File: src/rtl/ltssm_timer_sched.sv
// ltssm_timer_sched: round-robin sharing of one LTSSM interval timer among NUM_REQ requesters
module ltssm_timer_sched #(
    parameter int NUM_REQ = 4,
    parameter int IDX_W = 2
) (
    input  logic                 i_pclk,
    input  logic                 i_reset_n,
    input  logic [NUM_REQ-1:0]   i_req,
    input  logic [3*NUM_REQ-1:0] i_req_code,
    input  logic [NUM_REQ-1:0]   i_cancel,
    input  logic                 i_timer_timeout,
    output logic [NUM_REQ-1:0]   o_grant,
    output logic [NUM_REQ-1:0]   o_expired,
    output logic                 o_code_err,
    output logic                 o_busy,
    output logic                 o_timer_start,
    output logic                 o_timer_enable,
    output logic [2:0]           o_timer_interval_code
);
    typedef enum logic [1:0] {IDLE, LOAD, RUN, DONE} state_t;
    state_t r_state, w_next;
    logic [IDX_W-1:0] r_idx, r_last, w_win, w_c, w_next_idx;
    logic [2:0] w_win_code, r_code, w_code;
    logic w_bad, w_abort, w_new_grant;
    logic [NUM_REQ-1:0] r_grant, r_expired, w_grant, w_expired;
    logic r_code_err, r_busy, r_start, r_enable;
    always_comb begin
        w_win = r_last;
        w_c = r_last;
        for (int k = NUM_REQ; k >= 1; k--) begin
            w_c = IDX_W'((int'(r_last) + k) % NUM_REQ);
            w_win = i_req[w_c] ? w_c : w_win;
        end
        w_win_code = 3'b000;
        for (int i = 0; i < NUM_REQ; i++)
            w_win_code = (w_win == IDX_W'(i)) ? i_req_code[3*i +: 3] : w_win_code;
        w_bad = &w_win_code[2:1];
        w_abort = i_cancel[r_idx] | ~i_req[r_idx];
    end
    always_ff @(posedge i_pclk) begin
        if (!i_reset_n) begin
            r_state    <= IDLE;
            r_idx      <= '0;
            r_last     <= IDX_W'(NUM_REQ - 1);
            r_grant    <= '0;
            r_expired  <= '0;
            r_code_err <= 1'b0;
            r_busy     <= 1'b0;
            r_start    <= 1'b0;
            r_enable   <= 1'b0;
            r_code     <= 3'b000;
        end else begin
            r_state    <= w_next;
            r_idx      <= w_next_idx;
            r_last     <= (r_state == LOAD) ? r_idx : r_last;
            r_grant    <= w_grant;
            r_expired  <= w_expired;
            r_code_err <= w_new_grant & w_bad;
            r_busy     <= w_next != IDLE;
            r_start    <= w_next == LOAD;
            r_enable   <= w_next == RUN;
            r_code     <= w_code;
        end
    end
    // abort (cancel or dropped request) outranks a coincident timeout
    always_comb begin
        w_next = r_state;
        case (r_state)
            IDLE:    w_next = |i_req ? LOAD : IDLE;
            LOAD:    w_next = w_abort ? IDLE : RUN;
            RUN:     w_next = w_abort ? IDLE : (i_timer_timeout ? DONE : RUN);
            DONE:    w_next = i_req[r_idx] ? DONE : IDLE;
            default: w_next = IDLE;
        endcase
    end
    always_comb begin
        w_new_grant = (r_state == IDLE) && (w_next == LOAD);
        w_next_idx = (r_state == IDLE) ? w_win : r_idx;
        w_grant = (w_next == IDLE) ? '0 : NUM_REQ'(1) << w_next_idx;
        w_expired = (r_state == RUN && w_next == DONE) ? NUM_REQ'(1) << r_idx : '0;
        w_code = w_new_grant ? (w_bad ? 3'b000 : w_win_code) : r_code;
    end
    assign o_grant = r_grant;
    assign o_expired = r_expired;
    assign o_code_err = r_code_err;
    assign o_busy = r_busy;
    assign o_timer_start = r_start;
    assign o_timer_enable = r_enable;
    assign o_timer_interval_code = r_code;
endmodule

File: config.mk
export PLATFORM = sky130hd
export DESIGN_NAME = ltssm_timer_sched
export DESIGN_NICKNAME = d
export VERILOG_FILES = /design/src/rtl/ltssm_timer_sched.sv
export SDC_FILE = /design/constraint.sdc
export NUM_CORES = 1
export LEC_CHECK = 0
export CAP_MARGIN = 5
export CELL_PAD_IN_SITES_DETAIL_PLACEMENT = 0
export CELL_PAD_IN_SITES_GLOBAL_PLACEMENT = 1
export CORE_MARGIN = 2
export CORE_UTILIZATION = 30
export CTS_BUF_LIST = sky130_fd_sc_hd__clkbuf_2 sky130_fd_sc_hd__clkbuf_4 sky130_fd_sc_hd__clkbuf_8
export DETAILED_ROUTE_END_ITERATION = 6
export GPL_TIMING_DRIVEN = 0
export PLACE_DENSITY_LB_ADDON = 0.1
export SYNTH_ARGS = -nofsm -noshare
export SYNTH_HDL_FRONTEND = slang
export SYNTH_SLANG_ARGS = --single-unit
File: constraint.sdc
create_clock -name i_pclk -period 4.69 [get_ports i_pclk]
set_input_delay 0.938 -clock i_pclk [delete_from_list [all_inputs] [get_ports i_pclk]]
set_output_delay 0.938 -clock i_pclk [all_outputs]
set_load 0.005 [all_outputs]
# After elaboration in Yosys (flattened, before gate mapping)
# Cells that the tools add are included.
[word_totals]
reg_bits = 21
input_bits = 23
out_inout_bits = 15
word_cells = 72
[op_classes]
n_addsub = 4
order_cmp = 5
n_eq_ne = 9
n_shift = 2
muxes = 28
bitwise_logic = 4
n_reduce_logical = 10
[ops]
columns = ["op", "count"]
rows = [
  ["2-bit two-way mux", 8],
  ["2-bit by 3-bit < comparator with 1-bit output, second input constant", 5],
  ["3-bit two-way mux", 5],
  ["1-bit binary-select mux with 2-bit select", 6],
  ["2-bit == test, second input constant", 6],
  ["1-bit two-way mux", 8],
  ["2-bit case mux with 4 select lines", 1],
  ["1-bit by 2-bit left shift with 4-bit output, first input constant", 2],
  ["2-bit by 1-bit == test with 1-bit output, second input constant", 3],
  ["2-bit logical NOT", 3],
  ["2-bit by 1-bit adder with 2-bit output, second input constant", 2],
  ["2-bit adder, second input constant", 2],
  ["2-bit AND reduction", 2],
  ["4-bit OR reduction", 1],
  ["1-bit logical AND", 2],
  ["1-bit inverter", 2],
  ["2-bit nonzero test", 1],
  ["2-bit OR reduction", 1],
  ["1-bit AND", 1],
  ["1-bit bitwise OR", 1],
]

# Depth between registers and ports, before layout
[logic_depth]
word_depth = 14
depth_mapped = 7
depth_no_buf = 6

# Worst setup path after synthesis
# OpenSTA, ideal clock, no wires.
[synth_timing]
path_type = "in2reg"
from = "in i_req[3]"
to = "reg r_code[0], in the netlist o_timer_interval_code[0]"
setup_time_ns = 0.146
t_arrival_ns = 2.134
required_ns = 4.544
setup_slack_ns = 2.410
path_stages = 6
path_buffers = 0
cell_sequence = "nor2b_1 -> a21o_1 -> a221oi_2 -> a211oi_1 -> nor4b_1 -> o32ai_1"
[synth_between]
elab_chain_len = 13
[synth_lines]
columns = ["item", "line", "source"]
rows = [
  ["start, declared", "8", "input logic [NUM_REQ-1:0] i_req,"],
  ["1-bit binary-select mux with 2-bit select", "32", "w_win = i_req[w_c] ? w_c : w_win;"],
  ["1-bit two-way mux (implied by the code)", "32", ""],
  ["2-bit two-way mux (4 in a row)", "32", ""],
  ["2-bit logical NOT", "36", "w_win_code = (w_win == IDX_W'(i)) ? i_req_code[3*i +: 3] : w_win_code;"],
  ["3-bit two-way mux (4 in a row)", "36", ""],
  ["2-bit AND reduction", "37", "w_bad = &w_win_code[2:1];"],
  ["3-bit two-way mux", "81", "w_code = w_new_grant ? (w_bad ? 3'b000 : w_win_code) : r_code;"],
  ["end signal, assigned", "62", "r_code <= w_code;"],
  ["end, declared", "23", "logic [2:0] w_win_code, r_code, w_code;"],
]
# Several ways; a longest one is shown, not always the timed one. The select of a mux whose other input is x is not followed.
# A chain may end at the register's enable or synchronous reset.

# Worst setup path in the final report
# Ends and elaborated chain as after synthesis.

==> results.md <==
| Quantity | Reported | Unit |
| --- | --- | --- |
| Maximum number of pins on one net before global-route repair | 12 | - |
| Endpoint of the worst-slack reg-to-reg timing path | o_grant[0]$_SDFF_PP0_ | - |
| Delay of the slowest cell on the worst path | 0.50 | ns |
| Global-route total usage across every layer | 13.7 | % |
| Nets | 173 | - |
| Wire length of the first global-routing pass | 3800 | um |
| Type of the worst setup path | input pin to flop | - |
| Cell area after synthesis | 976 | sq um |
| Antenna diode count | 0 | - |
| Clk Tree Root Cell | sky130_fd_sc_hd__clkbuf_4 | - |
| DP Wirelength | 1780 | um |
| Setup repair bufs after CTS | 0 | - |
| Cell count after synthesis | 109 | - |
| Static Leakage | 0.566 | nW |
| Mean cell area of the mapped netlist | 8.95 | sq um |
| CTS Hold Buffers Added | 0 | - |
| Count of port buffers added during placement | 36 | - |
| Startpoint of the worst-slack reg-to-reg timing path | r_state[1]$_SDFF_PN0_ | - |
| Hold Path Class | flop to flop | - |
| Largest buffer count on any clock path | 2 | - |
| Unrepaired setup endpoints after global routing | no | - |
| Share of synthesized area occupied by flip-flops and latches | 43.1 | % |
| Category of the worst setup path launch point | input pin | - |
| Max Fanout on Critical Path | 6 | - |
| Arrival time at the worst endpoint | 2.98 | ns |
| #FFs+latches synth | 21 | - |
| WHS Endpoint | o_timer_interval_code[0]$_SDFFE_PN0P_ | - |
| First DRT Iteration DRCs | 15 | - |
| Cell Area, Placed | 0.00139 | sq mm |
| Deepest level of the CTS H-tree | 1 | - |
| Cell depth of the worst hold path | 2 | - |
| Transition time of the tightest slew-check pin | 0.710 | ns |
| Seq. cell area | 420 | sq um |
| Clock slew at reported path FFs | 0.10 | ns |
| Final setup violating endpoints | 0 | - |
| Total of fill cells in the finished design | 307 | - |
| Relative area change from synthesis to final layout | 45.6 | % |
| Setup slack of the worst register-to-register path | 2.65 | ns |
| Number of I/O pins | 38 | - |
| Final Hold Violating Endpoints | 0 | - |
| Biggest area consumer among synthesized cells | sky130_fd_sc_hd__dfxtp_1 | - |
| Run status | finished clean | - |
| Final weighted congestion in routability-driven placement | 0.735 | - |
| Total number of yosys warnings | 0 | - |
| Cell count of the worst reg-to-reg path | 6 | - |
| PnR Total Power | 440 | uW |
| Ratio of routed vias to standard cells | 4.70 | - |
| Number of sinks on the clock net | 21 | - |
| TritonCTS clock tree | yes | - |
| Fraction of final layout cells sized beyond drive strength 1 | 10.7 | % |
| Starting density of the core | 31.7 | % |
| Final worst clock skew | 0.00516 | ns |
| TritonRoute pass-1 iters | 4 | - |
| WL final | 2180 | um |
| Worst max-slew margin expressed relative to the limit | 52.2 | % |
| Max Transition Viols Final | 0 | - |
| Fin worst setup slack | 1.87 | ns |
| Final hold slack | 0.480 | ns |
| TritonCTS Buffers | 3 | - |
| Die height | 61.0 | um |
| Total vias in the final route | 908 | - |
| Peak ir drop on the vdd network | 0.000176 | V |
| Worst setup timing slack at the placement stage | 1.48 | ns |
| Critical hold path startpoint | o_timer_interval_code[0]$_SDFFE_PN0P_ | - |
| Largest cells by area after synthesis | sky130_fd_sc_hd__dfxtp_1 43%, sky130_fd_sc_hd__nor2_1 6.5%, sky130_fd_sc_hd__mux4_2 4.6%, sky130_fd_sc_hd__nand2_1 4.2%, sky130_fd_sc_hd__and3_1 2.6% | - |
| Worst-path cell with the longest stage delay | sky130_fd_sc_hd__clkdlybuf4s50_1 | - |
| Library cells used by synthesis | 34 | - |
| Area share of the largest cell type after synthesis | 43.1 | % |
| Critical-path cell list | clkdlybuf4s50_1 > nor2b_1 > a21o_1 > a221oi_2 > a211oi_1 > nor4b_1 > o32ai_1 | - |
| DRC Markers | 0 | - |
| # rows | 20 | - |
| Clock latency at the later pin of the worst-skew pair | 0.29 | ns |
| ANT nets after route | 0 | - |
| Share of the clock period used by the worst path after layout | 60.2 | % |
| Core Box Area | 0.00308 | sq mm |
| Multi-input combinational cell area | 513 | sq um |
| Sort of element at the end of the critical path | flop | - |
| Net Count, Synth | 132 | - |
| Power density over the cells | 310 | mW/mm^2 |
| Maximum operating frequency | 354 | MHz |
| Die outline area | 0.00373 | sq mm |
| Mean routed wirelength per cell | 11.3 | um |
| Count of max-cap constraint violations | 0 | - |
| Initial antenna violation count | 0 | - |
| Number of global-route vias before repair | 892 | - |
| Final design area excluding fillers | 0.00142 | sq mm |
| Total Negative Setup Slacks | 0 | ns |
| Quantity of gates resized following cts | 0 | - |
| Shortest period the worst path allows | 2.82 | ns |
| Req. time, crit path | 4.84 | ns |
| Width of the die | 61.0 | um |
| GRT overflow | 0 | - |
==> stage by stage <==
step | util (%) | instances
after floorplan | - | 109
after global placement | 45.2 | 189
final | 46.2 | 193
after CTS | 46.2 | 193
after detailed placement | 45.2 | 189
after global routing | 46.2 | 193
==> worst max-delay path by stage <==
stage	from	end	slack [ns]	cells past startpoint
final	i_req[3]	o_timer_interval_code[0]$_SDFFE_PN0P_	1.87	7
after global routing	i_req[3]	o_timer_interval_code[0]$_SDFFE_PN0P_	1.66	7
after CTS	i_req[3]	o_timer_interval_code[0]$_SDFFE_PN0P_	1.81	7
after detailed placement	i_req[3]	o_timer_interval_code[0]$_SDFFE_PN0P_	1.48	7
after global placement	i_req[3]	o_timer_interval_code[0]$_SDFFE_PN0P_	1.52	7
after floorplan	i_req[3]	o_timer_interval_code[0]$_SDFFE_PN0P_	2.41	6
==> metal layers <==
| metal | track usage, % | share of wire [%] | routed length, um | vias up |
|---|---|---|---|---|
| li1 | - | - | - | 464 |
| met1 | 15.3 | 42 | 924 | 414 |
| met2 | 25.4 | 51 | 1110 | 28 |
| met3 | 4.20 | 6.4 | 140 | 2 |
| met4 | 2.80 | 0.46 | 10 | 0 |
| met5 | 0 | 0 | 0 | - |
==> cell usage after synthesis <==
cell type,number
sky130_fd_sc_hd__mux2i_1,2
sky130_fd_sc_hd__dfxtp_1,21
sky130_fd_sc_hd__buf_1,1
sky130_fd_sc_hd__mux4_2,2
sky130_fd_sc_hd__a31o_2,1
sky130_fd_sc_hd__a21o_1,1
sky130_fd_sc_hd__o21ai_0,4
sky130_fd_sc_hd__o22ai_2,1
sky130_fd_sc_hd__o32ai_1,2
sky130_fd_sc_hd__a31oi_2,1
sky130_fd_sc_hd__buf_6,1
sky130_fd_sc_hd__nand3_1,5
sky130_fd_sc_hd__nor4b_1,1
sky130_fd_sc_hd__a221oi_2,1
sky130_fd_sc_hd__o21a_1,2
sky130_fd_sc_hd__o211a_1,1
sky130_fd_sc_hd__and3_1,4
sky130_fd_sc_hd__inv_1,6
sky130_fd_sc_hd__nor2_1,17
sky130_fd_sc_hd__nand2_1,11
sky130_fd_sc_hd__and2_1,3
sky130_fd_sc_hd__nor2b_1,1
sky130_fd_sc_hd__a211oi_1,2
sky130_fd_sc_hd__nor4_1,1
sky130_fd_sc_hd__nor2_2,1
sky130_fd_sc_hd__a21oi_1,3
sky130_fd_sc_hd__nand2b_1,4
sky130_fd_sc_hd__buf_2,1
sky130_fd_sc_hd__o211ai_1,2
sky130_fd_sc_hd__o21ai_1,2
sky130_fd_sc_hd__or4b_4,1
sky130_fd_sc_hd__nor4b_2,1
sky130_fd_sc_hd__mux2_2,1
sky130_fd_sc_hd__a21boi_0,1
==> state kept, by name, summed over array words and instances (netlist names) <==
signal / count
r_last: 2
o_timer_enable: 1
o_expired: 4
o_code_err: 1
r_state: 2
o_timer_interval_code: 3
o_grant: 4
o_busy: 1
o_timer_start: 1
r_idx: 2
==> logic make-up after synthesis <==
family	after synthesis	synth area share [%]
AOI/OAI and AO/OA	24	18.6
buffers and inverters	9	4.36
DFF	21	43.1
muxes	5	7.82
and+or+nand+nor	50	26.2
==> cell usage in the layout (no fill, tap or decap), drive strengths merged <==
cell	count
clkdlybuf4s50	36
dfxtp	21
nor2	18
nand2	11
inv	6
o21ai	6
nand3	5
nand2b	4
and3	4
clkbuf	4
a21oi	3
and2	3
buf	3
mux4	2
o211ai	2
a211oi	2
o21a	2
o32ai	2
mux2i	2
nor4b	2
a21boi	1
a31oi	1
or4b	1
nor4	1
nor2b	1
a21o	1
a221oi	1
o211a	1
o22ai	1
a31o	1
mux2	1
==> power breakdown <==
group          switching (mW)  internal, mW  total [mW]
Sequential            0.00856         0.197       0.205
Clock                  0.0493        0.0389      0.0882
Combinational          0.0693        0.0776       0.147
==> final cells by class <==
type / instances / share of cell area, %
multi-input cells: 79 / 36.1
clock buffers: 4 / 2.11
inverters: 6 / 1.58
well taps: 44 / 3.87
plain buffers: 3 / 1.41
flip-flops and latches: 21 / 29.6
repair buffers: 36 / 25.4
==> critical path: cells and delay by family <==
| family | cells | cell delay [ns] |
|---|---|---|
| compound gates | 4 | 0.87 |
| buf+inv | 1 | 0.50 |
| simple gates | 2 | 0.65 |
No activity file was read; power rests on OpenSTA's default activity.
